===== src/rtl/poseidon_stream_pkg.sv =====
// Shared widths and types for the Poseidon input stream path.
// The field element is 256 bits wide; only bits [254:0] are meaningful downstream.
package poseidon_stream_pkg;

   localparam int IN_W      = 64;
   localparam int OUT_W     = 256;
   localparam int BEATS     = OUT_W / IN_W;
   localparam int FIELD_MSB = 255;

   typedef logic [OUT_W-1:0] elem_t;
   typedef logic [IN_W-1:0]  beat_t;

endpackage


===== src/rtl/poseidon_elem_reg.sv =====
// Single-entry output register with valid/ready/last hold logic.
// Latency 1 cycle; in_rdy = !out_vld || out_rdy, so it streams one element per cycle.
module poseidon_elem_reg #(
   parameter int W = 256
) (
   input  logic         clk,
   input  logic         reset,
   input  logic         in_vld,
   output logic         in_rdy,
   input  logic         in_last,
   input  logic [W-1:0] in_dat,
   output logic         out_vld,
   input  logic         out_rdy,
   output logic         out_last,
   output logic [W-1:0] out_dat
);

   logic         vld_q, vld_d;
   logic         last_q, last_d;
   logic [W-1:0] dat_q, dat_d;

   always_ff @(posedge clk or negedge reset) begin
      if (!reset) begin
         vld_q  <= 1'b0;
         last_q <= 1'b0;
         dat_q  <= '0;
      end else begin
         vld_q  <= vld_d;
         last_q <= last_d;
         dat_q  <= dat_d;
      end
   end

   always_comb begin
      in_rdy = !vld_q || out_rdy;
      vld_d  = vld_q;
      last_d = last_q;
      dat_d  = dat_q;
      if (in_vld && in_rdy) begin
         vld_d  = 1'b1;
         last_d = in_last;
         dat_d  = in_dat;
      end else if (out_rdy) begin
         vld_d  = 1'b0;
      end
   end

   assign out_vld  = vld_q;
   assign out_last = last_q;
   assign out_dat  = dat_q;

endmodule


===== src/rtl/poseidon_input_packer.sv =====
// Packs IN_W-bit stream beats into OUT_W-bit field elements for the Poseidon stage.
// Latency 1 cycle from completing beat to m_valid; s_ready drops only when a second element is parked.
module poseidon_input_packer #(
   parameter int IN_W  = 64,
   parameter int OUT_W = 256
) (
   input  logic             clk,
   input  logic             reset,
   input  logic             s_valid,
   output logic             s_ready,
   input  logic             s_last,
   input  logic [IN_W-1:0]  s_data,
   output logic             m_valid,
   input  logic             m_ready,
   output logic             m_last,
   output logic [OUT_W-1:0] m_payload,
   output logic             err_msb,
   input  logic             err_clr,
   output logic [15:0]      elem_cnt
);

   import poseidon_stream_pkg::*;

   localparam int BEATS = OUT_W / IN_W;
   localparam int CNT_W = (BEATS > 1) ? $clog2(BEATS) : 1;

   logic [CNT_W-1:0] beat_cnt_q, beat_cnt_d;
   logic [OUT_W-1:0] acc_q, acc_d;
   logic             acc_full_q, acc_full_d;
   logic             acc_last_q, acc_last_d;
   logic             err_msb_q, err_msb_d;
   logic [15:0]      elem_cnt_q, elem_cnt_d;

   logic [OUT_W-1:0] elem_new;
   logic             beat_fire;
   logic             beat_done;
   logic             ld_vld;
   logic             ld_rdy;
   logic             ld_last;
   logic [OUT_W-1:0] ld_dat;
   logic             out_hs;

   always_ff @(posedge clk or negedge reset) begin
      if (!reset) begin
         beat_cnt_q <= '0;
         acc_q      <= '0;
         acc_full_q <= 1'b0;
         acc_last_q <= 1'b0;
         err_msb_q  <= 1'b0;
         elem_cnt_q <= '0;
      end else begin
         beat_cnt_q <= beat_cnt_d;
         acc_q      <= acc_d;
         acc_full_q <= acc_full_d;
         acc_last_q <= acc_last_d;
         err_msb_q  <= err_msb_d;
         elem_cnt_q <= elem_cnt_d;
      end
   end

   assign s_ready = !acc_full_q;

   // Beat 0 starts a fresh element, so older slices are zeroed before the write.
   always_comb begin
      elem_new = (beat_cnt_q == '0) ? '0 : acc_q;
      elem_new[beat_cnt_q*IN_W +: IN_W] = s_data;
   end

   always_comb begin
      beat_fire = s_valid && s_ready;
      beat_done = beat_fire && ((beat_cnt_q == CNT_W'(BEATS-1)) || s_last);
      ld_vld    = acc_full_q || beat_done;
      ld_last   = acc_full_q ? acc_last_q : s_last;
      ld_dat    = acc_full_q ? acc_q : elem_new;
   end

   always_comb begin
      beat_cnt_d = beat_cnt_q;
      acc_d      = acc_q;
      acc_full_d = acc_full_q;
      acc_last_d = acc_last_q;
      if (beat_fire) begin
         acc_d      = elem_new;
         beat_cnt_d = beat_done ? '0 : beat_cnt_q + 1'b1;
      end
      // A parked element has priority; no beat can fire while it is held.
      if (acc_full_q) begin
         if (ld_rdy) begin
            acc_full_d = 1'b0;
         end
      end else if (beat_done && !ld_rdy) begin
         acc_full_d = 1'b1;
         acc_last_d = s_last;
      end
   end

   poseidon_elem_reg #(
      .W (OUT_W)
   ) u_out_reg (
      .clk      (clk),
      .reset    (reset),
      .in_vld   (ld_vld),
      .in_rdy   (ld_rdy),
      .in_last  (ld_last),
      .in_dat   (ld_dat),
      .out_vld  (m_valid),
      .out_rdy  (m_ready),
      .out_last (m_last),
      .out_dat  (m_payload)
   );

   always_comb begin
      out_hs     = m_valid && m_ready;
      err_msb_d  = err_msb_q;
      elem_cnt_d = elem_cnt_q;
      if (out_hs && m_payload[FIELD_MSB]) begin
         err_msb_d = 1'b1;
      end else if (err_clr) begin
         err_msb_d = 1'b0;
      end
      if (out_hs) begin
         elem_cnt_d = m_last ? 16'd0 : elem_cnt_q + 16'd1;
      end
   end

   assign err_msb  = err_msb_q;
   assign elem_cnt = elem_cnt_q;

endmodule


===== config.mk =====
export PLATFORM = sky130hd
export DESIGN_NAME = poseidon_input_packer
export DESIGN_NICKNAME = d
export VERILOG_FILES = /design/src/rtl/poseidon_stream_pkg.sv /design/src/rtl/poseidon_elem_reg.sv /design/src/rtl/poseidon_input_packer.sv
export SDC_FILE = /design/constraint.sdc
export NUM_CORES = 1
export LEC_CHECK = 0
export CAP_MARGIN = 15
export CORE_AREA = 3 3 211 213
export DETAILED_ROUTE_END_ITERATION = 8
export DIE_AREA = 0 0 214 216
export PLACE_DENSITY = 0.75
export REMOVE_ABC_BUFFERS = 1
export SKIP_LAST_GASP = 1
export SLEW_MARGIN = 10
export SYNTH_ARGS = -nofsm -noshare
export SYNTH_HDL_FRONTEND = slang
export SYNTH_SLANG_ARGS = --single-unit

===== constraint.sdc =====
create_clock -name clk -period 2.9 [get_ports clk]
set_input_delay 0.58 -clock clk [delete_from_list [all_inputs] [get_ports clk]]
set_output_delay 0.58 -clock clk [all_outputs]
set_load 0.005 [all_outputs]

==> insert_results.sql, run 1 <==
INSERT INTO impl_metrics (metric_group, metric, value, unit) VALUES
('critical_path', 'worstSetupStartpointType', 'flop', ''),
('sta', 'timing.final.setup_violations', '0', ''),
('power_and_ir_drop', 'powerDensity', '682', 'nW/µm²'),
('sta', 'timing.final.crit_period', '2.54', 'ns'),
('critical_path', 'critPathArrivalTime', '3.07', 'ns'),
('sta', 'postLayoutSetupSlackWorst', '0.358', 'ns'),
('power_and_ir_drop', 'p_leak', '11.8', 'nW'),
('placement', 'place.port_buffers', '345', ''),
('floorplan', 'die-width', '214', 'µm'),
('run_status', 'status', 'finished clean', ''),
('yosys', 'synthFlopType', 'dfrtp_1', ''),
('global_routing', 'grt_max_degree', '114', ''),
('yosys', 'post_synth_num_cell_types', '43', ''),
('critical_path', 'critPathCapture', 'acc_q[64]$_DFFE_PN0P_', ''),
('placement', 'place.detailed.hpwl', '39900', 'µm'),
('layout', 'area_delta_synth_final', '28.5', '%'),
('power_and_ir_drop', 'power.combinational.fraction', '18.3', '%'),
('yosys', 'synth-seq-cells', '535', ''),
('clock_network', 'clock_sinks', '535', ''),
('clock_network', 'cts-root-buf', 'clkbuf_16', ''),
('detailed_routing', 'detailroute.via_count', '17301', ''),
('layout', 'multiInputGateArea', '7530', 'µm²'),
('power_and_ir_drop', 'clockPowerShare', '37.6', '%'),
('floorplan', 'placeable_core_area', '42900', 'µm²'),
('detailed_routing', 'vias_per_inst', '6.16', ''),
('job', 'count_of_max_cap_constraint_violations', '0', ''),
('yosys', 'synthCells', '1906', ''),
('critical_path', 'critical_path.reg2reg.startpoint', 'beat_cnt_q[0]$_DFFE_PN0P_', ''),
('layout', 'fin_nets', '2254', ''),
('sta', 'slew_headroom', '22.4', '%'),
('clock_network', 'insertion_delay', '0.59', 'ns'),
('clock_network', 'clk_transition_reported_paths', '0.06', 'ns'),
('floorplan', 'ioPinCount', '346', ''),
('layout', 'register_area', '13400', 'µm²'),
('clock_network', 'clock_path_buffers', '3', ''),
('clock_network', 'cts-hold-fix-buffers', '1', ''),
('yosys', 'synth-seq-area-share', '61.7', '%'),
('min_path', 'hold_class', 'flop to flop', ''),
('floorplan', 'starting_utilization_of_the_core_area', '50.6', '%'),
('power_and_ir_drop', 'swShare', '28.8', '%'),
('critical_path', 'setup.reg_to_reg.worst_slack', '0.36', 'ns'),
('detailed_routing', 'drt_iter0_drcs', '1819', ''),
('critical_path', 'reg2reg_depth', '5', ''),
('placement', 'dp.cells', '2707', ''),
('clock_network', 'h-tree-depth', '2', ''),
('detailed_routing', 'drt-pass1-iter-count', '5', ''),
('floorplan', 'die_h', '216', 'µm'),
('power_and_ir_drop', 'p_seq_share', '44.1', '%'),
('clock_network', 'cts_tree', 'built', ''),
('yosys', 'synth_enable_flop_cells', '0', ''),
('yosys', 'netlist_area', '21700', 'µm²'),
('sta', 'skew', '0.0100', 'ns'),
('critical_path', 'worst-path-max-fanout', '30', ''),
('clock_network', 'cts_made_buffers', '53', ''),
('detailed_routing', 'route.detailed.drc', '0', ''),
('critical_path', 'critPathSlowestCell', 'o21ai_4', ''),
('detailed_routing', 'drt-wirelength-per-cell', '23.3', 'µm'),
('yosys', 'async_flop_share', '100', '%'),
('sta', 'period_share', '87.6', '%'),
('global_routing', 'vias_in_the_first_global_route', '17590', ''),
('critical_path', 'startpoint', 'beat_cnt_q[0]$_DFFE_PN0P_', ''),
('layout', 'n_fill_cell', '3239', ''),
('layout', 'final-instance-count-excl-fill', '2808', ''),
('floorplan', 'rows', '76', ''),
('layout', 'post_route_cells_drive_above_1_share', '8.55', '%'),
('critical_path', 'timing_worst_setup_path_type', 'flop to flop', ''),
('placement', 'place_worst_setup_slack', '0.390', 'ns'),
('clock_network', 'cts_resized', '0', ''),
('clock_network', 'post-cts-setup-buffer-count', '0', ''),
('critical_path', 'crit-reg2reg-capture', 'acc_q[64]$_DFFE_PN0P_', ''),
('global_routing', 'global_route.overflow_total', '0', '');
final cells by class:
class	instances	share of cell area, %
flip-flops and latches	535	48.0
multi-input cells	1169	27.0
repair buffers	414	15.6
clock buffers	74	5.73
well taps	585	2.63
clock inverters	25	0.884
inverters	5	0.0673
diodes	1	0.00898
power groups by stage:
stage	combinational, mW	sequential, mW	clock, mW
2_1_floorplan	1.35	8.43	0
3_3_place_gp	3.34	8.49	0
3_5_place_dp	3.42	8.49	0
4_1_cts	3.44	8.37	7.24
5_1_grt	3.71	8.44	7.55
6_report	3.48	8.38	7.14
synth_stat cells, drive strengths merged, types with 3 or more instances:
master  count  area, µm²
nor4        4       43.8
nand4       5       31.3
o21ai     272       1380
inv         5       18.8
a22oi     256       1920
nand2b      4       25.0
nand3       7       35.0
nor3        6       52.6
nand2     267       1000
a21oi       3       15.0
a22o      257       2250
nor2b      31        194
buf       110        542
xnor2       3       26.3
ha          6       75.1
clkbuf     87        330
and4        3       26.3
and2        3       18.8
nor2       19       91.3
dfrtp     535      13400
xor2        7       61.3
or3         3       23.8
state kept, by name, indices dropped and copies added (netlist names):
register            cells
u_out_reg.out_vld       1
u_out_reg.out_last      1
beat_cnt_q              2
elem_cnt               16
err_msb                 1
u_out_reg.out_dat     256
acc_q                 256
acc_full_q              1
acc_last_q              1
cell usage in the layout (no fill, tap or decap), types with 3 or more instances in the layout:
| cell | n |
|---|---|
| nor3_1 | 4 |
| clkbuf_8 | 15 |
| o21ai_0 | 36 |
| clkbuf_1 | 4 |
| bufinv_16 | 4 |
| nand2_1 | 267 |
| clkinvlp_4 | 4 |
| xor2_1 | 7 |
| a22oi_1 | 256 |
| a21oi_1 | 3 |
| dfrtp_1 | 534 |
| clkinv_2 | 14 |
| buf_4 | 38 |
| ha_1 | 6 |
| nand2b_1 | 4 |
| xnor2_1 | 3 |
| nand4_1 | 5 |
| nand3_1 | 7 |
| nor2_4 | 4 |
| nor4_4 | 3 |
| o21ai_4 | 9 |
| nor2_1 | 15 |
| buf_12 | 30 |
| a22o_1 | 257 |
| clkdlybuf4s50_1 | 344 |
| clkbuf_16 | 55 |
| inv_1 | 3 |
| o21ai_1 | 227 |
| nor2b_1 | 31 |
| and4_1 | 3 |
logic make-up after synthesis:
kind of cell / synth area share, %
buffers and inverters: 4.11
AOI/OAI and AO/OA: 25.8
adders and majority gates: 0.346
DFF: 61.7
muxes: 0.150
xor gates and xnor gates: 0.404
and+or+nand+nor: 7.46
routing by layer:
layer	global-route usage, %	routed length (µm)	share of wire (%)
met1	39.5	27700	42
met3	7.03	6620	10
met5	0	0	0
met4	8.37	1390	2.1
met2	42.7	29800	45
metrics by stage:
step	cell area [µm²]	setup TNS (ns)	power, mW	utilization (%)
5_1_grt	27900	0	19.7	65.0
4_1_cts	27900	0	19.1	65.0
3_3_place_gp	26000	0	11.8	60.7
3_5_place_dp	26000	0	11.9	60.7
2_1_floorplan	20800	-2284.32	9.78	-
6_report	27900	0	19.0	65.0
worst min-delay path by stage:
stage | start | endpoint | slack (ns) | cells past startpoint
floorplan | reset | acc_full_q$_DFF_PN0_ | 0.28 | 0
global placement | u_out_reg.out_dat[17]$_DFFE_PN0P_ | u_out_reg.out_dat[17]$_DFFE_PN0P_ | 0.46 | 2
detailed placement | u_out_reg.out_dat[4]$_DFFE_PN0P_ | u_out_reg.out_dat[4]$_DFFE_PN0P_ | 0.47 | 2
CTS | u_out_reg.out_dat[69]$_DFFE_PN0P_ | u_out_reg.out_dat[69]$_DFFE_PN0P_ | 0.49 | 2
global route | u_out_reg.out_dat[69]$_DFFE_PN0P_ | u_out_reg.out_dat[69]$_DFFE_PN0P_ | 0.50 | 2
finish | u_out_reg.out_dat[179]$_DFFE_PN0P_ | u_out_reg.out_dat[179]$_DFFE_PN0P_ | 0.48 | 2
worst max-delay path, delay by kind of cell (launching register included):
kind | cells | cell delay, ns
flip-flops | 1 | 0.55
AO/OA/AOI/OAI | 2 | 1.09
adder cells (fa/ha/maj) | 1 | 0.33
buffers and inverters | 2 | 0.46
Note: power is estimated with default switching activity, not from simulation.
==> run 2, diff against run 1 <==
Settings changed: TNS_END_PERCENT from default to 1.
==> results of run 2 <==
No change in the layout: final DEF, timing and power equal those of run 1.
==> run 3, diff against run 2 <==
Settings changed: SLEW_MARGIN 10 to default.
Clock period 2.9 ns to 2.7 ns, I/O delays scaled along.
==> run 3 against run 2 <==
  * Register-to-register slack lost 0.07 ns
  * Worst setup slack lost 0.11 ns
  * Sequential share of layout area is essentially flat
  * Clock power grew 9.4%
  * Critical endpoint is now s_ready
  * Largest power group unchanged
  * Highest routed layer is now met5
  * Worst hold slack lost 0.067 ns
  * Non-clock buffer count grew 1
  * Power grew 7.9%
==> insert_results.sql, run 3 (same netlist as run 1, synthesis figures left out) <==
INSERT INTO impl_metrics (metric_group, metric, value, unit) VALUES
('detailed_routing', 'drt_iter0_drcs', '1746', ''),
('clock_network', 'h-tree-depth', '2', ''),
('critical_path', 'crit-reg2reg-capture', 'u_out_reg.out_dat[22]$_DFFE_PN0P_', ''),
('run_status', 'status', 'finished clean', ''),
('global_routing', 'groute.usage.overall', '27.9', '%'),
('clock_network', 'clock_sinks', '535', ''),
('detailed_routing', 'detailroute.via_count', '17287', ''),
('critical_path', 'critical_path.reg2reg.startpoint', 'beat_cnt_q[0]$_DFFE_PN0P_', ''),
('power_and_ir_drop', 'p_seq_share', '43.9', '%'),
('placement', 'gpl.final_weighted_congestion', '0.810', ''),
('critical_path', 'worst-path-max-fanout', '7', ''),
('floorplan', 'die-width', '214', 'µm'),
('layout', 'layout.core_utilization', '65.0', '%'),
('layout', 'leading_cell_types_in_the_layout_fill_and_taps_excluded', '534 x dfrtp_1, 344 x clkdlybuf4s50_1, 267 x nand2_1', ''),
('critical_path', 'timing_worst_setup_path_type', 'flop to primary output', ''),
('clock_network', 'clk_transition_reported_paths', '0.06', 'ns'),
('sta', 'max_clock_freq', '409', 'MHz'),
('sta', 'period_share', '90.6', '%'),
('sta', 'rsz0062_at_grt', 'no', ''),
('power_and_ir_drop', 'switchingPower', '5.81', 'mW'),
('power_and_ir_drop', 'p_int', '14.7', 'mW'),
('floorplan', 'ioPinCount', '346', ''),
('layout', 'n_fill_cell', '3229', ''),
('sta', 'timing_worst_slew_pin_value', '0.593', 'ns'),
('detailed_routing', 'drt-pass1-iter-count', '5', ''),
('clock_network', 'cts_made_buffers', '54', ''),
('floorplan', 'starting_utilization_of_the_core_area', '50.6', '%'),
('sta', 'finalHoldWorstSlack', '0.415', 'ns'),
('layout', 'area_delta_synth_final', '28.5', '%'),
('floorplan', 'die_h', '216', 'µm'),
('clock_network', 'cts_resized', '0', ''),
('global_routing', 'global_route_wire_length_before_repair', '103000', 'µm'),
('clock_network', 'cts-root-buf', 'clkbuf_16', ''),
('placement', 'place.detailed.hpwl', '39500', 'µm'),
('power_and_ir_drop', 'p_leak', '11.8', 'nW'),
('floorplan', 'placeable_core_area', '42900', 'µm²'),
('critical_path', 'endpoint_kind', 'primary output', ''),
('power_and_ir_drop', 'swShare', '28.3', '%'),
('placement', 'place.port_buffers', '345', ''),
('layout', 'post_route_cells_drive_above_1_share', '7.92', '%'),
('power_and_ir_drop', 'clockPowerShare', '38.1', '%'),
('global_routing', 'grt_max_degree', '89', ''),
('power_and_ir_drop', 'report.power.total', '20.5', 'mW'),
('sta', 'timing.final.crit_period', '2.45', 'ns'),
('global_routing', 'grt_antenna_before_repair', '1', ''),
('critical_path', 'worstSetupStartpointType', 'flop', ''),
('power_and_ir_drop', 'powerDensity', '736', 'nW/µm²'),
('sta', 'postLayoutSetupSlackWorst', '0.253', 'ns'),
('critical_path', 'setup.reg_to_reg.worst_slack', '0.29', 'ns'),
('critical_path', 'critPathArrivalTime', '1.91', 'ns'),
('clock_network', 'insertion_delay', '0.61', 'ns'),
('power_and_ir_drop', 'vdd.ir_drop.worst', '535', 'µV'),
('critical_path', 'worstPathRequired', '2.16', 'ns'),
('sta', 'hold_violations', '0', ''),
('sta', 'skew', '0.0185', 'ns'),
('layout', 'register_area', '13400', 'µm²'),
('layout', 'multiInputGateArea', '7530', 'µm²'),
('detailed_routing', 'detail_route.wirelength', '65600', 'µm'),
('clock_network', 'clock_path_buffers', '3', ''),
('detailed_routing', 'route.detailed.drc', '0', ''),
('clock_network', 'cts_tree', 'built', ''),
('critical_path', 'reg2reg_depth', '7', ''),
('global_routing', 'global_route.overflow_total', '0', ''),
('detailed_routing', 'vias_per_inst', '6.16', ''),
('layout', 'final_common_cell', 'dfrtp_1', ''),
('job', 'count_of_max_cap_constraint_violations', '0', ''),
('global_routing', 'vias_in_the_first_global_route', '17559', ''),
('layout', 'antenna-diode-count', '0', ''),
('sta', 'setup_total_negative_slack', '0', 'ns'),
('sta', 'timing.final.setup_violations', '0', ''),
('min_path', 'hold_class', 'primary input to asynchronous set/reset pin', ''),
('detailed_routing', 'drtAntennaViolNets', '0', ''),
('layout', 'fin_nets', '2256', ''),
('detailed_routing', 'drt-wirelength-per-cell', '23.4', 'µm'),
('floorplan', 'rows', '76', ''),
('power_and_ir_drop', 'power.combinational.fraction', '18.0', '%'),
('sta', 'slew_headroom', '60.3', '%'),
('floorplan', 'floorplan_die_area', '46200', 'µm²'),
('placement', 'place_worst_setup_slack', '0.283', 'ns'),
('sta', 'slew_violations', '0', '');
-- run 3: timing repair --
item                                    4_1_cts  5_1_grt
hold buffers                                  1        0
endpoints found under the setup margin        0        0
hold endpoints to repair                     28        0
buffers inserted                              0        0
-- run 3: final cells by class --
class,count,area share (%)
flip-flops and latches,535,48.0
inverters,5,0.0674
well taps,585,2.63
multi-input cells,1169,27.0
clock buffers,89,6.02
repair buffers,415,15.6
clock inverters,10,0.660
-- run 3: through the flow --
| stage | cells | area, µm² |
|---|---|---|
| floorplan | 1709 | 20800 |
| global placement | 2708 | 26000 |
| detailed placement | 2708 | 26000 |
| CTS | 2808 | 27900 |
| global route | 2808 | 27900 |
| finish | 2808 | 27900 |
-- run 3: power by group through the flow --
stage                     combinational, mW  clock [mW]  sequential [mW]
final                                  3.69        7.81             9.00
after global routing                   3.95        8.23             9.06
after CTS                              3.68        7.91             8.99
after detailed placement               3.66           0             9.12
after global placement                 3.59           0             9.11
after floorplan                        1.45           0             9.06
-- run 3: metal layers --
layer	track usage [%]	vias to the layer above	share of wire, %
met5	0	-	0.017
met4	7.52	2	2.2
met3	7.84	130	9.9
met2	44.6	930	47
met1	38.0	8683	41
li1	-	7542	-
-- run 3: worst max-delay path by stage --
stage	startpoint	end	cells after the start
floorplan	beat_cnt_q[0]$_DFFE_PN0P_	u_out_reg.out_dat[10]$_DFFE_PN0P_	4
CTS	acc_full_q$_DFF_PN0_	s_ready	2
global route	beat_cnt_q[0]$_DFFE_PN0P_	u_out_reg.out_dat[10]$_DFFE_PN0P_	7
global placement	s_valid	acc_q[168]$_DFFE_PN0P_	6
detailed placement	s_valid	acc_q[143]$_DFFE_PN0P_	6
finish	acc_full_q$_DFF_PN0_	s_ready	2
-- run 3: worst max-delay path: stages, from the launching register on --
cell and delay [ns]:
dfrtp_2 0.50, inv_2 0.23, clkdlybuf4s50_1 0.58
